**config.mk**
```make
export PLATFORM = sky130hd
export DESIGN_NAME = lfsr_sampler
export DESIGN_NICKNAME = d
export VERILOG_FILES = /design/src/rtl/lfsr_sampler.sv
export SDC_FILE = /design/constraint.sdc
export NUM_CORES = 1
export LEC_CHECK = 0
export ABC_AREA = 0
export CAP_MARGIN = 20
export CORE_MARGIN = 5
export CORE_UTILIZATION = 25
export CTS_CLUSTER_DIAMETER = 120
export DETAILED_ROUTE_END_ITERATION = 12
export PLACE_DENSITY = 0.52
export SLEW_MARGIN = 20
export SYNTH_ARGS = -nofsm -noshare
export SYNTH_HDL_FRONTEND = slang
export SYNTH_SLANG_ARGS = --single-unit
```
**constraint.sdc**
```tcl
create_clock -name clk -period 7.55 [get_ports clk]
set_clock_uncertainty 0.15 [all_clocks]
set_input_delay 1.8875 -clock clk [delete_from_list [all_inputs] [get_ports clk]]
set_output_delay 1.8875 -clock clk [all_outputs]
set_load 0.01 [all_outputs]
```
**src/rtl/lfsr_sampler.sv**
```systemverilog
// Samples an LFSR word every clock while running, buffers the samples in a FWFT FIFO,
// and measures the sequence period, dropped samples and all-zero lock-up.
module lfsr_sampler #(
  parameter int N     = 32,
  parameter int DEPTH = 8,
  parameter int CNT_W = 32
) (
  input  logic             clk,
  input  logic             reset,
  input  logic             start,
  input  logic             stop,
  input  logic [N-1:0]     lfsr_q,
  output logic [N-1:0]     out_data,
  output logic             out_valid,
  input  logic             out_ready,
  output logic             running,
  output logic             period_found,
  output logic [CNT_W-1:0] period_len,
  output logic             lockup,
  output logic [15:0]      drop_cnt,
  output logic [CNT_W-1:0] sample_cnt
);

  localparam int AW = $clog2(DEPTH);
  localparam logic [AW:0] FULL_CNT = (AW+1)'(DEPTH);

  typedef enum logic [1:0] {IDLE, RUN, DONE} state_t;

  state_t state_q, state_d;

  logic [N-1:0]  mem [DEPTH];
  logic [AW-1:0] wr_ptr, rd_ptr;
  logic [AW:0]   count;
  logic [N-1:0]  start_word;
  logic          prev_zero;

  logic take, match, lock, full, empty, push, pop, drop;

  assign running   = (state_q == RUN);
  // A start pulse in RUN restarts the run; that edge only clears, it takes no sample.
  assign take      = running && !start;
  assign match     = take && (sample_cnt != '0) && (lfsr_q == start_word);
  assign lock      = take && (lfsr_q == '0) && prev_zero;

  assign empty     = (count == '0);
  assign full      = (count == FULL_CNT);
  assign out_valid = !empty;
  assign out_data  = empty ? '0 : mem[rd_ptr];
  assign pop       = out_valid && out_ready;
  assign push      = take && (!full || pop);
  assign drop      = take && full && !pop;

  // NOTE: every always_comb output gets a default first so no path can infer a latch.
  always_comb begin
    state_d = state_q;
    unique case (state_q)
      IDLE: if (start) state_d = RUN;
      RUN: begin
        if (start)                       state_d = RUN;
        else if (stop || match || lock)  state_d = DONE;
      end
      DONE: if (start) state_d = RUN;
      default: state_d = IDLE;
    endcase
  end

  // NOTE: sequential state uses non-blocking assignments so every register sees pre-edge values.
  always_ff @(posedge clk) begin
    if (reset) begin
      state_q      <= IDLE;
      wr_ptr       <= '0;
      rd_ptr       <= '0;
      count        <= '0;
      start_word   <= '0;
      prev_zero    <= 1'b0;
      period_found <= 1'b0;
      period_len   <= '0;
      lockup       <= 1'b0;
      drop_cnt     <= '0;
      sample_cnt   <= '0;
    end else begin
      state_q <= state_d;

      if (push) wr_ptr <= wr_ptr + 1'b1;
      if (pop)  rd_ptr <= rd_ptr + 1'b1;
      case ({push, pop})
        2'b10:   count <= count + 1'b1;
        2'b01:   count <= count - 1'b1;
        default: count <= count;
      endcase

      if (start) begin
        sample_cnt   <= '0;
        period_found <= 1'b0;
        period_len   <= '0;
        lockup       <= 1'b0;
        drop_cnt     <= '0;
        prev_zero    <= 1'b0;
      end else if (take) begin
        if (sample_cnt == '0) start_word <= lfsr_q;
        if (sample_cnt != '1) sample_cnt <= sample_cnt + CNT_W'(1);
        prev_zero <= (lfsr_q == '0);
        if (match) begin
          period_found <= 1'b1;
          period_len   <= sample_cnt;
        end
        if (lock) lockup <= 1'b1;
        if (drop && drop_cnt != 16'hFFFF) drop_cnt <= drop_cnt + 16'd1;
      end
    end
  end

  // NOTE: the storage array has no reset; out_data is masked to zero while empty instead.
  always_ff @(posedge clk) begin
    if (push) mem[wr_ptr] <= lfsr_q;
  end

endmodule

```
==> impl_metrics.ini, run 1 <==
[global_routing]
grt_first_pass_wirelength_um = 65900
first_global_vias = 10400
grt-ovfl-total = 0
grt_antenna_before_repair = 2
track_usage_pct = 12.2
grt_max_degree = 56

[cells_and_area]
final_util_pct = 31.5
areaGrowthSynthToFinish_pct = 24.8
fill_cells = 6325
final_cell_area_um2 = 19900
drive_above_1_share_pct = 13.2
fin_nets = 1325
antenna_cells = 0

[yosys]
netlist_area_um2 = 15900
synth_edf_count = 256
synth_area_leader_cell = edfxtp_1
syn_nets = 1172
synth_area_per_cell_um2 = 14.1
synth_area_leaders = edfxtp_1 (48%), dfxtp_1 (16%), mux4_2 (9.0%)
synthCells = 1127
synth-seq-area-share_pct = 64.6
synthTopCellsByCount = edfxtp_1 (256), dfxtp_1 (130), nor2_1 (111), mux2i_1 (69), mux4_2 (64)
synth-warning-count = 0
ys.flop_type = edfxtp_1
synth_most_common_cell = edfxtp_1
async_flop_share_pct = 0
synth.distinct_cells = 55
synth-seq-cells = 386
synth.top_cell.area_share_pct = 48.2

[routing]
wl_um = 43500
first_iter_violations = 663
vias = 10300
drtAntennaViolNets = 0
wl_per_cell_um = 20.1
dr.pass1.iters = 4
via_per_inst = 4.75
drc = 0

[floorplan]
io_pins = 153
die_h_um = 263
start_util_pct = 25.3
dieWidth_um = 263
core_region_area_um2 = 63100
rows = 92
die_area_um2 = 68900

[placement]
place_area_um2 = 18500
gp_congestion = 0.792
dpl.hpwl_um = 27400
io_buffers = 152

[power]
p_per_area_nw_per_um2 = 278
max-vdd-ir-drop_mv = 0.158
finalPower_w = 0.00553
p_leak_nw = 6.08

[setup_path]
cp_cell_sequence = buf_4 -> mux4_2 -> mux2i_1 -> nor2_1 -> clkdlybuf4s50_1
cp_data_arrival_time_ps = 3420
critical_path_class = reg -> out
start_kind = flop
worst_ep_required_time_ps = 5510
end_kind = output pin
ff2ff_path_depth = 5
cpMaxStageDelayCell = dfxtp_4
critPathMaxStageDelay_ps = 960
crit_fanout = 42

[sta]
final_max_slew_viol_count = 0
worst_pin_slew_ps = 951
rsz0062_at_grt = false
max_slew_margin_pct = 36.6
max_freq_mhz = 183
finalCriticalPeriod_ps = 5460
fin_crit_sh_pct = 72.3
timing.hold.ws_ps = 303
finalHoldViolCount = 0
setup_viol = 0
finalSetupTns_ps = 0

[clock_tree]
cts_buffer_depth = 3
root_buffer = clkbuf_16
cts_made_buffers = 44
ctsResizeCount = 0
h-tree-depth = 2
clk_latency_ps = 560
post_cts_buffers = 0
path_clk_slew_ps = 50
cts.sink_count = 386
postCtsHoldBufs = 0
cts_tree = built

[min_path]
holdPathStages = 2
hold_class = reg -> reg

[flow_run]
maxCapViolCount = 0

[status]
outcome = finished, final reports clean
-- power breakdown --
part	leakage, nW	total [W]	switching [W]	internal [W]
Combinational	2.04	0.00107	0.000510	0.000559
Clock	0.682	0.00206	0.000846	0.00121
Sequential	3.36	0.00240	0.000106	0.00229
Total	6.08	0.00553	0.00146	0.00407
-- registers in the layout (all words and copies together), names as in the netlist, named ones only --
signal / count
sample_cnt: 32
rd_ptr: 3
wr_ptr: 3
mem: 256
count: 4
prev_zero: 1
period_found: 1
period_len: 32
state_q: 2
lockup: 1
drop_cnt: 16
start_word: 32
-- final timing paths --
path              slack (ps)                    start                    to
hold / removal           300      lockup$_SDFFE_PP0P_   lockup$_SDFFE_PP0P_
setup reg to reg        4380  state_q[0]$_SDFFE_PP0P_  mem[6][25]$_DFFE_PP_
setup / recovery        2090                     flop          out_data[15]
hold reg to reg          300      lockup$_SDFFE_PP0P_   lockup$_SDFFE_PP0P_
-- cell families (layout without fill, tap and decap cells) --
kind of cell | after synthesis | count (layout) | share of synthesized area, %
DFF | 386 | 386 | 64.6
xor gates and xnor gates | 61 | 61 | 3.35
AOI/OAI and AO/OA | 140 | 140 | 5.71
adders and majority gates | 8 | 8 | 0.675
muxes | 133 | 133 | 13.4
and+or+nand+nor | 320 | 320 | 10.4
buffers and inverters | 79 | 267 | 1.93
-- critical path: cells and delay by family (launching register included) --
| family | cells | cell delay (ps) |
|---|---|---|
| buf+inv | 2 | 1070 |
| flops | 1 | 960 |
| mux | 2 | 760 |
| simple gates | 1 | 60 |
-- cell usage in the layout, fill, tap and decap left out, drive strengths merged, types with 7 or more instances in the layout --
cell	n
clkinv	12
a21oi	59
inv	11
or3	11
clkdlybuf4s50	151
xor2	44
ha	7
mux4	64
and3	7
clkbuf	66
nor3	13
edfxtp	256
o21ai	9
nor4	36
mux2i	69
nand3	16
dfxtp	130
nand2	35
xnor2	17
o31ai	41
nand4	53
or4	15
nor2	111
buf	24
and4	7
-- layer usage --
metal	GRT usage [%]	share of wire, %
met1	16.5	44
met2	19.7	48
met3	3.19	6.4
met4	2.71	1.7
met5	0	0.060
-- area by class of cell --
type	count	area (µm²)	share of cell area (%)
clock inverters	15	161	0.811
flip-flops and latches	386	10300	51.7
repair buffers	175	1690	8.49
multi-input cells	662	5410	27.2
inverters	11	41.3	0.208
clock buffers	66	1240	6.26
well taps	846	1060	5.32
-- stage by stage --
step	cells	setup WS, ps
4_1_cts	2161	1890
6_report	2161	2090
3_5_place_dp	2080	2340
2_1_floorplan	1127	1410
5_1_grt	2161	1710
3_3_place_gp	2080	2290
No activity file was read; power rests on OpenSTA's default activity.
==> run 2, diff against run 1 <==
Clock period 7.55 ns to 5.6 ns, I/O delays scaled along.
==> impl_metrics.ini, run 2 (synthesized netlist as in run 1, its figures left out) <==
[floorplan]
die_h_um = 263
start_util_pct = 25.3
dieWidth_um = 263
core_region_area_um2 = 63100
die_area_um2 = 68900
io_pins = 153
rows = 92

[routing]
via_per_inst = 4.74
first_iter_violations = 776
drtAntennaViolNets = 0
drc = 0
dr.pass1.iters = 5
vias = 10300
wl_per_cell_um = 19.8
wl_um = 43100

[cells_and_area]
final_cell_mix = edfxtp_1 (256), clkdlybuf4s50_1 (151), dfxtp_1 (127)
top_register = mem
seq_area_um2 = 10300
fin_nets = 1344
fill_cells = 6272
final_cell_area_um2 = 20100
antenna_cells = 0
areaGrowthSynthToFinish_pct = 26.0
mostFrequentLayoutCell = edfxtp_1
stdcell_count = 2178
drive_above_1_share_pct = 14.3
largest_register_ffs = 256
multi_input_area_um2 = 5410

[clock_tree]
path_clk_slew_ps = 60
post_cts_buffers = 0
clk_latency_ps = 560
cts_tree = built
h-tree-depth = 2
cts_buffer_depth = 3
ctsResizeCount = 0
cts_made_buffers = 43
cts.sink_count = 386
root_buffer = clkbuf_16
postCtsHoldBufs = 0

[global_routing]
first_global_vias = 10600
grt_antenna_before_repair = 3
grt_max_degree = 65
track_usage_pct = 12.1
grt-ovfl-total = 0
grt_first_pass_wirelength_um = 65800

[sta]
finalHoldViolCount = 0
setup_slack_ps = 1050
setup_viol = 0
final_max_slew_viol_count = 0
finalCriticalPeriod_ps = 4550
fin_crit_sh_pct = 81.3
max_freq_mhz = 220
worst_pin_slew_ps = 984
finalSetupTns_ps = 0
rsz0062_at_grt = false
max_slew_margin_pct = 34.4

[placement]
dpl.hpwl_um = 27600
place_ws_ps = 1110
io_buffers = 152
gp_congestion = 0.788
dp_cells = 2100
place_area_um2 = 18700

[setup_path]
reg2reg_slack_ps = 2630
cp_data_arrival_time_ps = 3000
start_kind = flop
cpMaxStageDelayCell = dfxtp_4
critPathMaxStageDelay_ps = 660
end_kind = output pin
crit_buf_inv = 2
worst_ep_required_time_ps = 4050
critical_path_class = reg -> out
worstReg2RegEnd = sample_cnt[29]$_SDFFE_PP0P_
r2r-start = state_q[0]$_SDFFE_PP0P_
crit_fanout = 42
cp_cell_sequence = buf_12 -> mux4_2 -> mux2i_1 -> nor2_1 -> clkdlybuf4s50_1
ff2ff_path_depth = 5
cpLargestDelayFamily = buffers and inverters

[power]
finalPower_w = 0.00754
p_per_area_nw_per_um2 = 375
max-vdd-ir-drop_mv = 0.191
p_leak_nw = 6.20

[min_path]
hold_end = lockup$_SDFFE_PP0P_
holdPathStages = 2
hold_start = lockup$_SDFFE_PP0P_
hold_class = reg -> reg

[flow_run]
maxCapViolCount = 0

[status]
outcome = finished, final reports clean
run 2: changes by cell type in the layout (fill, tap and decap cells not counted), moves of 2 or more:
cell,change
clkbuf_16,-2
buf_12,+2
clkinv_1,+4
clkbuf_1,-7
bufinv_16,+4
buf_4,+18
clkbuf_8,-4
run 2: worst max-delay path by stage:
stage	slack (ps)	depth (start not counted)	from	end
after floorplan	390	5	start	mem[4][0]$_DFFE_PP_
after global placement	1190	6	start	sample_cnt[31]$_SDFFE_PP0P_
after detailed placement	1110	6	start	sample_cnt[29]$_SDFFE_PP0P_
after CTS	860	5	flop	out_data[0]
after global routing	770	5	flop	out_data[0]
final	1050	5	flop	out_data[0]
run 2: metal layers:
layer / routed length, µm / global-route usage (%) / up-vias
met4: 991 / 3.43 / 6
met5: 41 / 0 / -
met3: 3020 / 3.34 / 60
met1: 18800 / 15.9 / 5211
li1: - / - / 4754
met2: 20200 / 19.5 / 289
run 2: worst reg2reg max path, cell delays in order, from the launching register on:
cell and delay, ps:
dfxtp_1 420, or3b_1 600, or4_4 650, a311o_1 440, or4_1 460, a21oi_1 170
run 2: final cells by class:
class | instances | area share [%]
tap | 846 | 5.27
timing repair buffer | 195 | 9.28
clock buffer | 53 | 5.54
clock inverter | 25 | 1.52
multi-input combinational | 662 | 26.9
sequential | 386 | 51.3
inverter | 11 | 0.206
run 2: stage by stage:
step	utilization, %	hold WS [ps]
3_5_place_dp	29.6	296
3_3_place_gp	29.6	288
4_1_cts	31.8	310
5_1_grt	31.8	338
6_report	31.8	306
2_1_floorplan	-	287
run 2: power by group:
group / switching [W] / internal, W
Clock: 0.00115 / 0.00170
Sequential: 0.0000857 / 0.00309
Combinational: 0.000731 / 0.000774
==> run 3, diff against run 2 <==
Clock period 5.6 ns to 4.2 ns, I/O delays scaled along.
==> impl_metrics.ini, run 3 (synthesized netlist as in run 1, its figures left out) <==
[setup_path]
crit_fanout = 23
worst_ep_required_time_ps = 3000
cpMaxStageDelayCell = dfxtp_2
end_kind = output pin
cp_data_arrival_time_ps = 2720
cp_cell_sequence = buf_12 -> buf_4 -> mux4_2 -> mux2i_1 -> nor2_1 -> clkdlybuf4s50_1
critical_path_class = reg -> out
start_kind = flop
critPathMaxStageDelay_ps = 660
cpLargestDelayFamily = buffers and inverters
crit_buf_inv = 3

[sta]
max_slew_margin_pct = 42.0
rsz0062_at_grt = false
setup_viol = 0
finalCriticalPeriod_ps = 3920
worst_pin_slew_ps = 870
max_freq_mhz = 255
fin_crit_sh_pct = 93.4
setup_slack_ps = 279
final_max_slew_viol_count = 0
finalHoldViolCount = 0

[routing]
first_iter_violations = 614
dr_wl_met2_um = 21600
top_layer = met5
drtAntennaViolNets = 0
drc = 0
met1_length_um = 18900
dr.pass1.iters = 5
wl_um = 44300
wl_per_cell_um = 20.3
via_per_inst = 4.73
wl_met3_um = 2890
vias = 10300

[placement]
dpl.hpwl_um = 28500
gp_congestion = 0.768
io_buffers = 152
place_area_um2 = 18900
place_ws_ps = 463

[clock_tree]
root_buffer = clkbuf_16
cts_buffer_depth = 3
path_clk_slew_ps = 50
ctsResizeCount = 0
clk_latency_ps = 580
h-tree-depth = 2
cts_tree = built
cts.sink_count = 386
cts_made_buffers = 43

[cells_and_area]
mostFrequentLayoutCell = edfxtp_1
multi_input_area_um2 = 5420
final_cell_mix = edfxtp_1 (256), clkdlybuf4s50_1 (151), dfxtp_1 (127)
drive_above_1_share_pct = 14.7
antenna_cells = 0
final_cell_area_um2 = 20300
fin_nets = 1351
final_util_pct = 32.1
seq_area_um2 = 10300
top_register = mem
areaGrowthSynthToFinish_pct = 27.1
largest_register_ffs = 256
fill_cells = 6309

[status]
outcome = finished, final reports clean

[power]
max-vdd-ir-drop_mv = 0.262
finalPower_w = 0.0100
p_leak_nw = 6.26
p_per_area_nw_per_um2 = 494

[floorplan]
core_region_area_um2 = 63100
start_util_pct = 25.3
rows = 92
dieWidth_um = 263
io_pins = 153
die_h_um = 263
die_area_um2 = 68900

[global_routing]
first_global_vias = 10700
grt-ovfl-total = 0
grt_antenna_before_repair = 2
grt_first_pass_wirelength_um = 67300
track_usage_pct = 12.4
grt_max_degree = 49

[min_path]
hold_class = reg -> reg

[flow_run]
maxCapViolCount = 0
[run 3: changes by cell type in the layout (fill, tap and decap cells not counted), moves of 2 or more]
cell / before / now
buf_12: 2 / 14
buf_4: 41 / 36
bufinv_16: 6 / 3
clkbuf_8: 0 / 3
clkinv_1: 7 / 9
[run 3: power by group]
part | total [W] | internal (W) | leakage [nW] | switching, W
registers | 0.00420 | 0.00412 | 3.36 | 0.0000743
clock network | 0.00367 | 0.00213 | 0.673 | 0.00154
logic | 0.00214 | 0.00110 | 2.22 | 0.00104
total | 0.0100 | 0.00735 | 6.26 | 0.00265
[run 3: repair_timing]
action / CTS / global route
hold buffers: 0 / 0
endpoints found under the setup margin: 0 / 3
setup buffers: 0 / 2
[run 3: cell type report]
| type | instances | share of cell area (%) |
|---|---|---|
| Clock buffer | 55 | 5.68 |
| Clock inverter | 23 | 1.10 |
| Inverter | 11 | 0.204 |
| Multi-Input combinational cell | 662 | 26.7 |
| Sequential cell | 386 | 50.8 |
| Tap cell | 846 | 5.23 |
| Timing Repair Buffer | 202 | 10.2 |
[run 3: worst register-to-register path: stages (launching register included)]
cell	delay, ps
dfxtp_1	550
nand4_1	360
or4_4	650
a311o_1	440
or4_1	470
a21oi_1	150
[run 3: worst paths after layout]
kind,cells past startpoint,end,startpoint,slack [ps]
max,6,out_data[17],flop,280
min,2,lockup$_SDFFE_PP0P_,lockup$_SDFFE_PP0P_,300
max reg2reg,5,sample_cnt[31]$_SDFFE_PP0P_,sample_cnt[4]$_SDFFE_PP0P_,1370
min reg2reg,2,lockup$_SDFFE_PP0P_,lockup$_SDFFE_PP0P_,300
[run 3: metal layers]
layer	track usage, %	vias to the layer above
met2	20.7	299
met1	16.4	5207
met4	3.31	4
met3	2.97	53
met5	0	-
li1	-	4771
[run 3: metrics by stage]
step,setup TNS (ps),cells,hold slack (ps)
detailed placement,0,2105,296
CTS,0,2183,310
global route,0,2185,331
global placement,0,2105,290
floorplan,-26030,1127,287
finish,0,2185,302
